$ cat src/rtl/sram_rr_arbiter.sv
// Round-robin arbiter sharing one single-port SRAM among NUM_REQ requesters,
// with bounded burst lock. Optional per-requester grant counters: SRAM_ARB_STATS_EN.
module sram_rr_arbiter #(
   parameter int unsigned NUM_REQ  = 2,
   parameter int unsigned AW       = 12,
   parameter int unsigned DW       = 32,
   parameter int unsigned MAX_HOLD = 16
) (
   input  logic                  hclk,
   input  logic                  hresetn,
   input  logic [NUM_REQ-1:0]    req,
   input  logic [NUM_REQ-1:0]    lock,
   input  logic [NUM_REQ-1:0]    wr,
   input  logic [NUM_REQ*AW-1:0] addr,
   input  logic [NUM_REQ*DW-1:0] wdata,
   output logic [NUM_REQ-1:0]    gnt,
   output logic [NUM_REQ-1:0]    rvalid,
   output logic [DW-1:0]         rdata,
   output logic                  sram_csn,
   output logic                  sram_wen,
   output logic [AW-1:0]         sram_a,
   output logic [DW-1:0]         sram_d,
   input  logic [DW-1:0]         sram_q
`ifdef SRAM_ARB_STATS_EN
   ,
   input  logic                  stats_clr,
   output logic [NUM_REQ*16-1:0] grant_cnt
`endif
);

   localparam int unsigned IW = $clog2(NUM_REQ);

   logic [IW-1:0]      rr_ptr_q, rr_ptr_d;
   logic [IW-1:0]      owner_q, owner_d;
   logic               held_q, held_d;
   logic [7:0]         hold_cnt_q, hold_cnt_d;
   logic               sram_csn_q, sram_csn_d;
   logic               sram_wen_q, sram_wen_d;
   logic [AW-1:0]      sram_a_q, sram_a_d;
   logic [DW-1:0]      sram_d_q, sram_d_d;
   logic               p1_vld_q, p1_vld_d;
   logic [IW-1:0]      p1_id_q, p1_id_d;
   logic [NUM_REQ-1:0] rvalid_q, rvalid_d;

   logic               gnt_any;
   logic [IW-1:0]      gnt_id;
   logic               hold_path;
   logic               other_req;
   logic [NUM_REQ-1:0] gnt_c;

   // held_q marks that last cycle's grant carried lock; it is the "owner" for the hold path
   always_comb begin
      gnt_any   = 1'b0;
      gnt_id    = '0;
      hold_path = 1'b0;
      gnt_c     = '0;
      other_req = |(req & ~(NUM_REQ'(1) << owner_q));
      if (hresetn) begin
         if (held_q && req[owner_q] && ((32'(hold_cnt_q) < MAX_HOLD) || !other_req)) begin
            hold_path = 1'b1;
            gnt_any   = 1'b1;
            gnt_id    = owner_q;
         end else begin
            for (int unsigned i = 1; i <= NUM_REQ; i++) begin
               if (!gnt_any && req[IW'((32'(rr_ptr_q) + i) % NUM_REQ)]) begin
                  gnt_any = 1'b1;
                  gnt_id  = IW'((32'(rr_ptr_q) + i) % NUM_REQ);
               end
            end
         end
         if (gnt_any) gnt_c[gnt_id] = 1'b1;
      end
   end

   always_comb begin
      rr_ptr_d   = rr_ptr_q;
      owner_d    = owner_q;
      held_d     = 1'b0;
      hold_cnt_d = '0;
      sram_csn_d = 1'b1;
      sram_wen_d = 1'b1;
      sram_a_d   = sram_a_q;
      sram_d_d   = sram_d_q;
      p1_vld_d   = 1'b0;
      p1_id_d    = gnt_id;
      rvalid_d   = '0;
      if (gnt_any) begin
         sram_csn_d = 1'b0;
         sram_wen_d = ~wr[gnt_id];
         sram_a_d   = addr[32'(gnt_id)*AW +: AW];
         sram_d_d   = wdata[32'(gnt_id)*DW +: DW];
         rr_ptr_d   = gnt_id;
         owner_d    = gnt_id;
         held_d     = lock[gnt_id];
         p1_vld_d   = ~wr[gnt_id];
         if (hold_path)
            hold_cnt_d = (hold_cnt_q == 8'hFF) ? 8'hFF : hold_cnt_q + 8'd1;
         else
            hold_cnt_d = 8'd1;
      end
      if (p1_vld_q) rvalid_d[p1_id_q] = 1'b1;
   end

   always_ff @(posedge hclk or negedge hresetn) begin
      if (!hresetn) begin
         rr_ptr_q   <= IW'(NUM_REQ - 1);
         owner_q    <= '0;
         held_q     <= 1'b0;
         hold_cnt_q <= '0;
         sram_csn_q <= 1'b1;
         sram_wen_q <= 1'b1;
         sram_a_q   <= '0;
         sram_d_q   <= '0;
         p1_vld_q   <= 1'b0;
         p1_id_q    <= '0;
         rvalid_q   <= '0;
      end else begin
         rr_ptr_q   <= rr_ptr_d;
         owner_q    <= owner_d;
         held_q     <= held_d;
         hold_cnt_q <= hold_cnt_d;
         sram_csn_q <= sram_csn_d;
         sram_wen_q <= sram_wen_d;
         sram_a_q   <= sram_a_d;
         sram_d_q   <= sram_d_d;
         p1_vld_q   <= p1_vld_d;
         p1_id_q    <= p1_id_d;
         rvalid_q   <= rvalid_d;
      end
   end

   assign gnt      = gnt_c;
   assign rvalid   = rvalid_q;
   assign rdata    = sram_q;
   assign sram_csn = sram_csn_q;
   assign sram_wen = sram_wen_q;
   assign sram_a   = sram_a_q;
   assign sram_d   = sram_d_q;

`ifdef SRAM_ARB_STATS_EN
   logic [15:0] cnt_q [NUM_REQ];
   logic [15:0] cnt_d [NUM_REQ];

   // clear wins over a same-cycle grant; counters stick at all-ones
   always_comb begin
      for (int unsigned i = 0; i < NUM_REQ; i++) begin
         cnt_d[i] = cnt_q[i];
         if (stats_clr)
            cnt_d[i] = '0;
         else if (gnt_c[i] && (cnt_q[i] != 16'hFFFF))
            cnt_d[i] = cnt_q[i] + 16'd1;
      end
   end

   always_ff @(posedge hclk or negedge hresetn) begin
      if (!hresetn) begin
         for (int unsigned i = 0; i < NUM_REQ; i++) cnt_q[i] <= '0;
      end else begin
         for (int unsigned i = 0; i < NUM_REQ; i++) cnt_q[i] <= cnt_d[i];
      end
   end

   always_comb begin
      grant_cnt = '0;
      for (int unsigned i = 0; i < NUM_REQ; i++) grant_cnt[i*16 +: 16] = cnt_q[i];
   end
`endif

endmodule

$ cat config.mk
export PLATFORM = sky130hd
export DESIGN_NAME = sram_rr_arbiter
export DESIGN_NICKNAME = d
export VERILOG_FILES = /design/src/rtl/sram_rr_arbiter.sv
export SDC_FILE = /design/constraint.sdc
export NUM_CORES = 1
export LEC_CHECK = 0
export CORE_ASPECT_RATIO = 1.75
export CORE_MARGIN = 4
export CORE_UTILIZATION = 35
export CTS_CLUSTER_DIAMETER = 100
export DETAILED_ROUTE_END_ITERATION = 10
export GPL_TIMING_DRIVEN = 0
export PLACE_DENSITY = 0.75
export SETUP_SLACK_MARGIN = 0.15
export SYNTH_ARGS = -nofsm -noshare
export SYNTH_HDL_FRONTEND = slang
export SYNTH_SLANG_ARGS = --single-unit
$ cat constraint.sdc
create_clock -name hclk -period 2.08 [get_ports hclk]
set_input_delay 0.312 -clock hclk [delete_from_list [all_inputs] [get_ports hclk]]
set_output_delay 0.312 -clock hclk [all_outputs]
set_load 0.01 [all_outputs]
==> reports/qor_table.md, run 1 <==
| Parameter | Reported | Unit |
| --- | --- | --- |
| Pre-CTS WS | -1.01 | ns |
| Switching share of power | 0.271 | - |
| Achievable frequency | 0.470 | GHz |
| Critical path capture point type | output pin | - |
| Crit. Startpoint | hold_cnt_q[4]$_DFF_PN0_ | - |
| Overflow after GRT | 0 | - |
| DRC | 0 | - |
| Global Route Usage Sum | 0.211 | - |
| Number of antenna violations at the first check in global routing | 0 | - |
| Area contributors post-synth | sky130_fd_sc_hd__dfrtp_1 (40%), sky130_fd_sc_hd__o41ai_2 (18%), sky130_fd_sc_hd__a21oi_1 (7.3%), sky130_fd_sc_hd__buf_4 (7.3%), sky130_fd_sc_hd__nand2_1 (5.6%) | - |
| Fraction of final layout cells sized beyond drive strength 1 | 0.277 | - |
| CTS Root Buffer Type | sky130_fd_sc_hd__clkbuf_16 | - |
| Maximum clock path buffer count | 2 | - |
| Cell internal pwr | 0.00326 | W |
| Start of the worst register-to-register path | held_q$_DFF_PN0_ | - |
| Starting density of the core | 0.363 | - |
| Clock sink total | 61 | - |
| Final critical-path share of the clock period | 1.02 | - |
| TritonCTS clock tree | yes | - |
| Unrepaired setup endpoints after global routing | true | - |
| Vertical die dimension | 143 | microns |
| Power per unit of standard cell area | 678 | mW/mm^2 |
| Number of fill cells in the layout | 826 | - |
| Row count | 48 | - |
| Worst IR Drop VDD | 427 | uV |
| Cell occurring most often along the worst timing path | sky130_fd_sc_hd__buf_6 | - |
| Peak per-stage delay on the critical path | 0.43 | ns |
| Number of buffers created by CTS | 9 | - |
| Hold Crit Class | primary input to asynchronous set/reset pin | - |
| Part of the power in registers | 0.317 | - |
| Final wirelength | 13500 | microns |
| Switch Pwr | 0.00121 | W |
| Final Instance Count excl. Fillers | 706 | - |
| Per-instance average area after synthesis | 9.98 | sq um |
| Pin count of the biggest net entering global routing | 66 | - |
| Wire length per cell | 19.2 | microns |
| Share of the yosys chip area belonging to registers | 0.422 | - |
| Netlist Area Pre-Place | 0.00362 | sq mm |
| Proportion of netlist area held by the largest area contributor | 0.401 | - |
| Number of antenna diodes | 0 | - |
| Result of the run | finished with violations | - |
| Cell count after synthesis | 363 | - |
| Max Clock Skew | 0.00496 | ns |
| Critical Setup Path Class | register to output pin | - |
| Overall power consumption | 0.00448 | W |
| Number of detailed-route iterations in the first pass | 4 | - |
| Total of buffers placed on input and output ports | 177 | - |
| Setup TNS | -0.0499 | ns |
| Iteration-0 DRC count of the detailed router | 113 | - |
| Synth Net Count | 492 | - |
| Number of H-tree levels | 3 | - |
| Yosys reg bits | 61 | - |
| Number of buffers and inverters on the critical path | 4 | - |
| Dpl cells | 665 | - |
| Tightest slew margin relative to the limit | 0.307 | - |
| Number of maximum-capacitance constraint violations | 0 | - |
| Number of library cell types mapped by synthesis | 39 | - |
| Core outline area | 0.00997 | sq mm |
| Nets | 705 | - |
| Endpoint required time on the critical path | 1.77 | ns |
| Die X-Extent | 84.9 | microns |
| Share of power burned in combinational logic | 0.302 | - |
| Cell type with the largest total area after synthesis | sky130_fd_sc_hd__dfrtp_1 | - |
| Number of setup violations in the final report | 1 | - |
| Clock transition at the register clock pins on the worst setup and hold paths after CTS | 0.05 | ns |
| Category of cells accounting for the largest share of critical-path delay | simple AND/OR/NAND/NOR gates | - |
| Cell-by-cell listing of the critical path | nor4_4 > buf_4 > buf_6 > and2_4 > buf_6 > nor3_2 > nor2_1 > buf_2 | - |
| Violations in the final reports | negative hold slack, negative setup slack | - |
| Maximum fanout along the worst path | 3 | - |
| Leak Pwr | 2.72 | nW |
| Die ar. | 0.0121 | sq mm |
| Worst hold slack | -0.0894 | ns |
| Setup slack of the critical path after layout | -0.0499 | ns |
| Number of warnings printed during yosys synthesis | 0 | - |
| Number of vias after detailed routing | 3779 | - |
| Global-route wire length before repair | 20000 | microns |
| Routed Antenna Nets | 0 | - |
| Clk Latency, worst-skew pair | 0.33 | ns |
| Gp weighted congestion | 0.795 | - |
| Power share of the clock group | 0.381 | - |
| Via count of the first global-routing pass | 3978 | - |
| HPWL after detailed placement | 9540 | microns |
| Hold Violations, Final | 58 | - |
| Layout overhead on the synthesized area | 82.1 | % |
| Worst Path Arrival | 1.82 | ns |
| Shortest period the worst path allows | 2.13 | ns |
| Per-cell via count in the routed design | 5.35 | - |
| Tightest Pin Transition | 1.04 | ns |
| Critical-path top delay cell | sky130_fd_sc_hd__dfrtp_2 | - |
| IO Pins | 210 | - |
| Max-slew violations | 0 | - |
| Startpoint kind of the worst setup timing path | register | - |
per-stage QoR:
step | area, sq um | utilization
5_1_grt | 6600 | 0.662
2_1_floorplan | 3620 | -
6_report | 6600 | 0.662
4_1_cts | 6070 | 0.609
3_5_place_dp | 5550 | 0.557
3_3_place_gp | 5550 | 0.557
repair_timing:
action | CTS | global route
endpoints found under the hold margin | 58 | 58
pin swaps | 7 | 21
resized for setup | 35 | 61
endpoints found under the setup margin | 51 | 47
setup buffers | 11 | 6
cloned | 0 | 8
area by class of cell:
class | instances | area (sq um) | area share
plain buffers | 64 | 533 | 0.0808
clock buffers | 9 | 225 | 0.0341
clock inverters | 7 | 114 | 0.0173
well taps | 125 | 156 | 0.0237
flip-flops and latches | 61 | 1540 | 0.233
repair buffers | 202 | 2140 | 0.324
inverters | 8 | 31.3 | 0.00474
multi-input cells | 230 | 1870 | 0.283
placed cells by master, fill, tap and decap left out, types with 2 or more instances in the layout:
cell,count
sky130_fd_sc_hd__clkinv_2,4
sky130_fd_sc_hd__clkdlybuf4s50_1,173
sky130_fd_sc_hd__o41ai_4,18
sky130_fd_sc_hd__nand3_1,3
sky130_fd_sc_hd__nor2_1,4
sky130_fd_sc_hd__inv_2,2
sky130_fd_sc_hd__clkbuf_1,7
sky130_fd_sc_hd__buf_4,48
sky130_fd_sc_hd__o41ai_1,4
sky130_fd_sc_hd__buf_6,5
sky130_fd_sc_hd__o21ai_0,4
sky130_fd_sc_hd__bufinv_16,3
sky130_fd_sc_hd__xnor2_1,2
sky130_fd_sc_hd__buf_2,3
sky130_fd_sc_hd__nor3_1,3
sky130_fd_sc_hd__buf_12,9
sky130_fd_sc_hd__a21oi_1,52
sky130_fd_sc_hd__clkbuf_16,17
sky130_fd_sc_hd__dfstp_2,3
sky130_fd_sc_hd__clkbuf_2,6
sky130_fd_sc_hd__o41ai_2,22
sky130_fd_sc_hd__dfrtp_2,4
sky130_fd_sc_hd__a21oi_4,2
sky130_fd_sc_hd__clkbuf_4,3
sky130_fd_sc_hd__nand4_1,2
sky130_fd_sc_hd__dfrtp_1,54
sky130_fd_sc_hd__nand2_1,54
sky130_fd_sc_hd__buf_8,2
sky130_fd_sc_hd__inv_1,5
sky130_fd_sc_hd__o21ai_1,40
power groups by stage:
stage / clock network, W / registers [W] / logic [W]
finish: 0.00171 / 0.00142 / 0.00135
global route: 0.00179 / 0.00143 / 0.00145
CTS: 0.00174 / 0.00142 / 0.00121
detailed placement: 0 / 0.00143 / 0.00117
global placement: 0 / 0.00143 / 0.00115
floorplan: 0 / 0.00148 / 0.000441
synthesized netlist by cell type (all sizes together):
master and instances:
a31oi 1, inv 7, and2 2, nand3 3
xor2 1, nand2 55, nor2b 1, nand4 2
buf 47, nor2 4, dfrtp 58, a31o 1
xnor2 2, a21o 1, nor4 1, mux2 1
o21ai 44, nor3 4, a21oi 55, and3 1
dfstp 3, a311oi 1, and3b 1, nor3b 1
o2111ai 1, o41ai 44, a211oi 1, clkbuf 17
ha 1, o21a 1, clkinv 1
state kept, by name, summed over array words and instances, names as in the netlist:
register,cells
sram_d,32
p1_vld_q,1
rr_ptr_q,1
sram_wen,1
p1_id_q,1
rvalid,2
sram_a,12
held_q,1
owner_q,1
hold_cnt_q,8
sram_csn,1
worst paths after layout:
kind / end / slack, ns / depth (start not counted)
max: gnt[0] / -0.05 / 8
max in group asynchronous: sram_a[1]$_DFFE_PN0P_ / 1.78 / 1
min: sram_d[25]$_DFFE_PN0P_ / -0.09 / 1
min reg2reg: rvalid[0]$_DFF_PN0_ / 0.41 / 1
max reg2reg: sram_d[15]$_DFFE_PN0P_ / 0.02 / 9
min in group hclk: rvalid[0]$_DFF_PN0_ / 0.41 / 1
per-layer routing:
| metal | vias up | GRT usage | share of wire |
|---|---|---|---|
| met5 | - | 0 | 0 |
| met4 | 0 | 0.101 | 0.032 |
| met3 | 34 | 0.0603 | 0.075 |
| met2 | 186 | 0.383 | 0.55 |
| met1 | 1827 | 0.220 | 0.34 |
| li1 | 1732 | - | - |
cells by family (layout without fill, tap and decap cells):
kind of cell,count (synthesis),count (layout),synth area share
AOI/OAI and AO/OA,150,150,0.343
and+or+nand+nor,75,75,0.0922
DFF,61,61,0.422
xor gates and xnor gates,3,3,0.00725
buffers and inverters,72,290,0.128
muxes,1,1,0.00311
adders and majority gates,1,1,0.00345
(Power assumes the default switching activity.)
==> run 2, diff against run 1 <==
--- a/config.mk
+++ b/config.mk
@@ -5,6 +5,7 @@
 export SDC_FILE = /design/constraint.sdc
 export NUM_CORES = 1
 export LEC_CHECK = 0
+export CAP_MARGIN = 40
 export CORE_ASPECT_RATIO = 1.75
 export CORE_MARGIN = 4
 export CORE_UTILIZATION = 35
==> results of run 2 <==
Same layout as run 1: the final DEF is identical, and so are final timing and power.
==> RTL change 1, RTL diff (flow settings as in run 2) <==
The parameter `DW` goes from 32 to 28.
--- a/src/rtl/sram_rr_arbiter.sv
+++ b/src/rtl/sram_rr_arbiter.sv
@@ -5,3 +5,3 @@
    parameter int unsigned AW       = 12,
-   parameter int unsigned DW       = 32,
+   parameter int unsigned DW       = 28,
    parameter int unsigned MAX_HOLD = 16
Ports: changed (resized rdata, sram_d, sram_q and wdata); port bits go from 210 to 190. No check against the original RTL was run, so the function may have changed too.
==> RTL change 1 against run 2 <==
- worst setup slack gained 0.097 ns
- register-to-register slack improved by 0.22 ns
- sequential power fell by 8%
- area after synthesis down 6.2%
- sequential cell count decreased by 4
- routed wire length shrank 13%
- cell area down 13%
- total power fell by 12%
- maximum frequency rose by 4.8%
- critical endpoint unchanged
==> RTL change 1: results (changes against run 2) <==
- Status: complete, no violations
- Vias in the first global route: 3667 (-7.8%)
- Metal2 WL: 6.278 mm (-16%)
- P_seq: 0.00131 W (-8%)
- Lkg Pwr: 2.414 nW (-11%)
- Synth area leaders: dfrtp_1 40%, o41ai_2 19%, a21oi_1 7.4%, buf_4 6.6%, o21ai_1 5.9%
- CP top delay family: simple AND/OR/NAND/NOR gates
- Met3 Usage GRT: 4.622% (-1.4 points)
- Largest register FFs: 28 (-13%)
- Root Driver: clkbuf_16
- Max incr delay on CP: about 0.42 ns
- Beginning of the critical path: hold_cnt_q[4]
- PortBufs: 161 (-9.0%)
- Initial DRC count: 97 (-14%)
- Met1 WL: 4.174 mm (-9.9%)
- Ant. Diodes: 0 (unchanged)
- Worst Hold Class: input pin to asynchronous set/reset pin
- Layout cells sized above 1: 26.81% (-0.90 points)
- HPWL Detailed: 8.803 mm (-7.8%)
- Clock Power Share: 37.4% (-0.7 points)
- Clock Pin Slew Worst Setup and Hold Paths: 0.05 ns (about the same)
- Initial antenna violation count: 0 (unchanged)
- WP data arrival: 1.72 ns (-0.10 ns)
- Routing usage on met2: 36.04% (-2.2 points)
- DR top layer: met4
- Seq/Total Area, Yosys: 42.07% (-0.16 points)
- # hold bufs at CTS: 4
- Clock skew: 0.003310 ns (-0.001654 ns)
- Worst-path maximum fanout: 6 (+3)
- Post-CTS Setup Inserts: 7 (-4)
- Final-stage net count: 638 (-9.5%)
- H-tree depth: 3 (unchanged)
- # resized after CTS: 29 (-17%)
- Routed len/inst: 18.08 um (-5.6%)
- Tmin final: 2.033 ns (-0.09686 ns)
- Largest net degree at the start of global routing: 28 (-58%)
- Synth Flop Type: dfrtp_1
- Synth cell types: 36 (-7.7%)
- Worst slack at placement: -1.116 ns (-0.1027 ns)
- Synthesized net count: 450 (-8.5%)
- Vias per cell: 5.218 (-2.5%)
- Top cells by count, synth: 54 x dfrtp_1, 50 x a21oi_1, 49 x nand2_1
- Routing usage on met1: 21.94% (-0.051 points)
- Reg2Reg Capture Point: sram_d[1]
- Met3 WL post-DR: 719 um (-29%)
- Worst slew pin tran: 0.7486 ns (-0.2908 ns)
- R2r worst-path depth: 9 (unchanged)
- Area post-placement: 5179 sq um (-6.7%)
- CTS Buffer Depth: 2 (unchanged)
- Clock Latency Late Sink: 0.32 ns
- Filler cells: 834 (+0.97%)
- GR Util All Layers: 20.63% (-0.44 points)
- Pre-antenna DRT Iters: 4 (unchanged)
- First-pass GRT wire length: 18.22 mm (-9.1%)
- VDD IR max: 0.4203 mV (-1.6%)
- Final Wtd Congestion: 0.7879 (-0.89%)
- Ys async rst share: 100.0% (unchanged)
- Setup crit end: gnt[0]
- Pint: 0.002835 W (-13%)
- Reg2Reg Setup Slack: 0.24 ns (+0.22 ns)
RTL change 1: metrics by stage:
step           utilization, %  cells  hold slack [ns]  TNS [ns]  total power (W)
2_1_floorplan               -    333          0.01641         0         0.001795
5_1_grt                 60.63    648          0.04195  -0.01457         0.004094
3_3_place_gp            54.54    616           0.3978   -196.65         0.002386
3_5_place_dp            54.70    617           0.3894    -24.24         0.002414
4_1_cts                 59.59    644          0.03977         0         0.003927
6_report                60.63    648          0.03510         0         0.003919
RTL change 1: kinds of logic after synthesis:
group	synth area share [%]
buffers and inverters	12.55
adders and majority gates	0.3680
xor gates and xnor gates	1.031
muxes	0.3312
AOI/OAI and AO/OA	34.89
DFF	42.07
and+or+nand+nor	8.760
RTL change 1: final cells by class:
type,count,share of cell area (%)
plain buffers,59,7.890
clock buffers,10,4.163
clock inverters,6,1.003
inverters,6,0.4795
multi-input cells,211,27.75
flip-flops and latches,57,24.93
well taps,122,2.659
repair buffers,177,31.12
==> RTL change 2, RTL diff (settings of run 2) <==
Made on the original files. Build with the macro `SRAM_ARB_STATS_EN` defined.
--- a/src/rtl/sram_rr_arbiter.sv
+++ b/src/rtl/sram_rr_arbiter.sv
@@ -2,2 +2,4 @@
 // with bounded burst lock. Optional per-requester grant counters: SRAM_ARB_STATS_EN.
+`define SRAM_ARB_STATS_EN
+
 module sram_rr_arbiter #(
Ports: changed (added grant_cnt and stats_clr); port bits go from 210 to 243. No check against the original RTL was run, so the function may have changed too.
==> RTL change 2 against run 2 <==
- the flow finishes with violations (setup timing)
- non-clock buffer count grew 42
- core utilization grew 3.4 points
- total power grew 33%
- synthesized cell count grew 36%
- routed wire length grew 44%
- die area grew 27%
- sequential cell count grew 32
- clock skew grew 0.0019 ns
- cell area grew 37%
- worst setup slack lost 0.31 ns
- final cell count grew 31%
- global-route usage grew 2.6 points
- clock power grew 5%
- area after synthesis grew 29%
==> RTL change 2: results (changes against run 2) <==
- Status: finished, violations left
- Failing checks: setup timing
- WP data arrival: 2.13 ns (+0.31 ns)
- Routed wire length: 19.48 mm (+44%)
- Largest net degree at the start of global routing: 34 (-48%)
- Clock Latency Late Sink: 0.35 ns (+0.02 ns)
- Pre-antenna DRT Iters: 5 (+1)
- Clock skew: 0.006850 ns (+0.001886 ns)
- GR Util All Layers: 23.72% (+2.6 points)
- Synth area leaders: dfrtp_1 48%, nor2_1 8.6%, o32ai_1 8.2%, buf_4 5.1%, a21oi_1 3.2%
- Setup TNS: -10.49 ns (-10.44 ns)
- Multi-input combinational area share: 32.72% (+4.4 points)
- Post-synthesis average cell area: 9.488 sq um (-5.0%)
- Final Wtd Congestion: 0.8505 (+7.0%)
- Root Driver: clkbuf_16
- HPWL Detailed: 12.72 mm (+33%)
- Synth cell types: 45 (+15%)
- Routed len/inst: 21.02 um (+9.7%)
- Syn-to-layout area delta: 93.14%
- DR top layer: met5
- VDD IR max: 0.4354 mV (+2.0%)
- Synthesized net count: 626 (+27%)
- Clk tree area frac: 3.663% (-1.5 points)
- Invs w/o clock: 9 (+1)
- NonClk Buf Share: 35.04% (-5.4 points)
- Register Area: 2335 sq um (+52%)
- Layout cells sized above 1: 30.42% (+2.7 points)
- Critical-path top delay cell: dfrtp_1
- Final-stage net count: 883 (+25%)
- Clock buffer count: 14 (+5)
- Area post-placement: 7228 sq um (+30%)
- First-pass GRT wire length: 27.99 mm (+40%)
- Met3 Usage GRT: 5.545% (-0.48 points)
- Routing usage on met1: 24.32% (+2.3 points)
- Met3 WL post-DR: 1.472 mm (+45%)
- Non-clock buffers: 308 (+16%)
- Routing usage on met2: 42.87% (+4.6 points)
- Seq/Total Area, Yosys: 49.73% (+7.5 points)
- Initial antenna violation count: 1 (+1)
- Lkg Pwr: 3.432 nW (+26%)
- Vias in the first global route: 5376 (+35%)
- Placed cells: 876 (+32%)
- Hold_ws: 0.01149 ns (+0.1009 ns)
- Vias per cell: 5.558 (+3.8%)
- Filler cells: 901 (+9.1%)
- Total CTS buffers: 9 (unchanged)
- Seq area share: 25.79% (+2.5 points)
- CTS Sinks: 93 (+52%)
- Max_slew headroom: 28.34% (-2.4 points)
- Final setup vio count: 77 (+76)
- Met1 WL: 6.568 mm (+42%)
- Post-route setup slack: -0.3610 ns (-0.3111 ns)
- PortBufs: 210 (+19%)
- Multi-In Gates: 330 (+43%)
- Initial DRC count: 319 (+180%)
- Worst slack at placement: -1.143 ns (-0.1302 ns)
- Top cells by count, synth: 107 x nor2_1, 90 x dfrtp_1, 44 x o32ai_1
- Metal2 WL: 10.44 mm (+40%)
- Reg2Reg Setup Slack: -0.29 ns (-0.31 ns)
[RTL change 2: cell count changes after synthesis, sizes merged, moves of 25 or more]
cell	change
a21oi	-25
dfrtp	+32
nand2	-40
nor2	+103
o21ai	-28
o32ai	+44
o41ai	-43
[RTL change 2: cell families (layout without fill, tap and decap cells)]
logic type | Yosys count | after routing | share of synthesized area [%]
and+or+nand+nor | 195 | 195 | 19.62
AOI/OAI and AO/OA | 117 | 117 | 17.78
DFF | 93 | 93 | 49.73
buffers and inverters | 71 | 333 | 8.703
muxes | 11 | 11 | 2.616
xor gates and xnor gates | 4 | 4 | 0.7476
adders and majority gates | 3 | 3 | 0.8009
[RTL change 2: final timing paths]
path | start | to | depth (start not counted)
setup / recovery | hold_cnt_q[6] | gnt[1] | 8
hold / removal | hresetn | grant_cnt[7] | 3
setup reg to reg | hold_cnt_q[6] | grant_cnt[31] | 8
hold reg to reg | p1_id_q | rvalid[0] | 1
max in group asynchronous | hresetn | hold_cnt_q[7] | 2
min in group hclk | hresetn | grant_cnt[18] | 3
[RTL change 2: where the power goes]
group / switching (W) / total (W) / internal [W] / leakage (nW)
sequential: 0.000122 / 0.00213 / 0.00201 / 1.15
combinational: 0.000891 / 0.00201 / 0.00112 / 2.12
clock: 0.000704 / 0.00180 / 0.00110 / 0.161
total: 0.00172 / 0.00594 / 0.00422 / 3.43
[RTL change 2: critical path, delay by kind of cell (launching register included)]
family	cells	cell delay, ns
mux	1	0.33
buf+inv	5	0.48
simple gates	1	0.32
compound gates	1	0.22
flops	1	0.42
[RTL change 2: what timing repair did]
action                                  in CTS  in global routing
hold buffers                                 3                  0
resized for setup                          126                 87
buffers inserted                            18                  7
endpoints found under the setup margin      83                 84
pin swaps                                   45                 34
hold endpoints to repair                    32                  0
cloned                                       4                  3
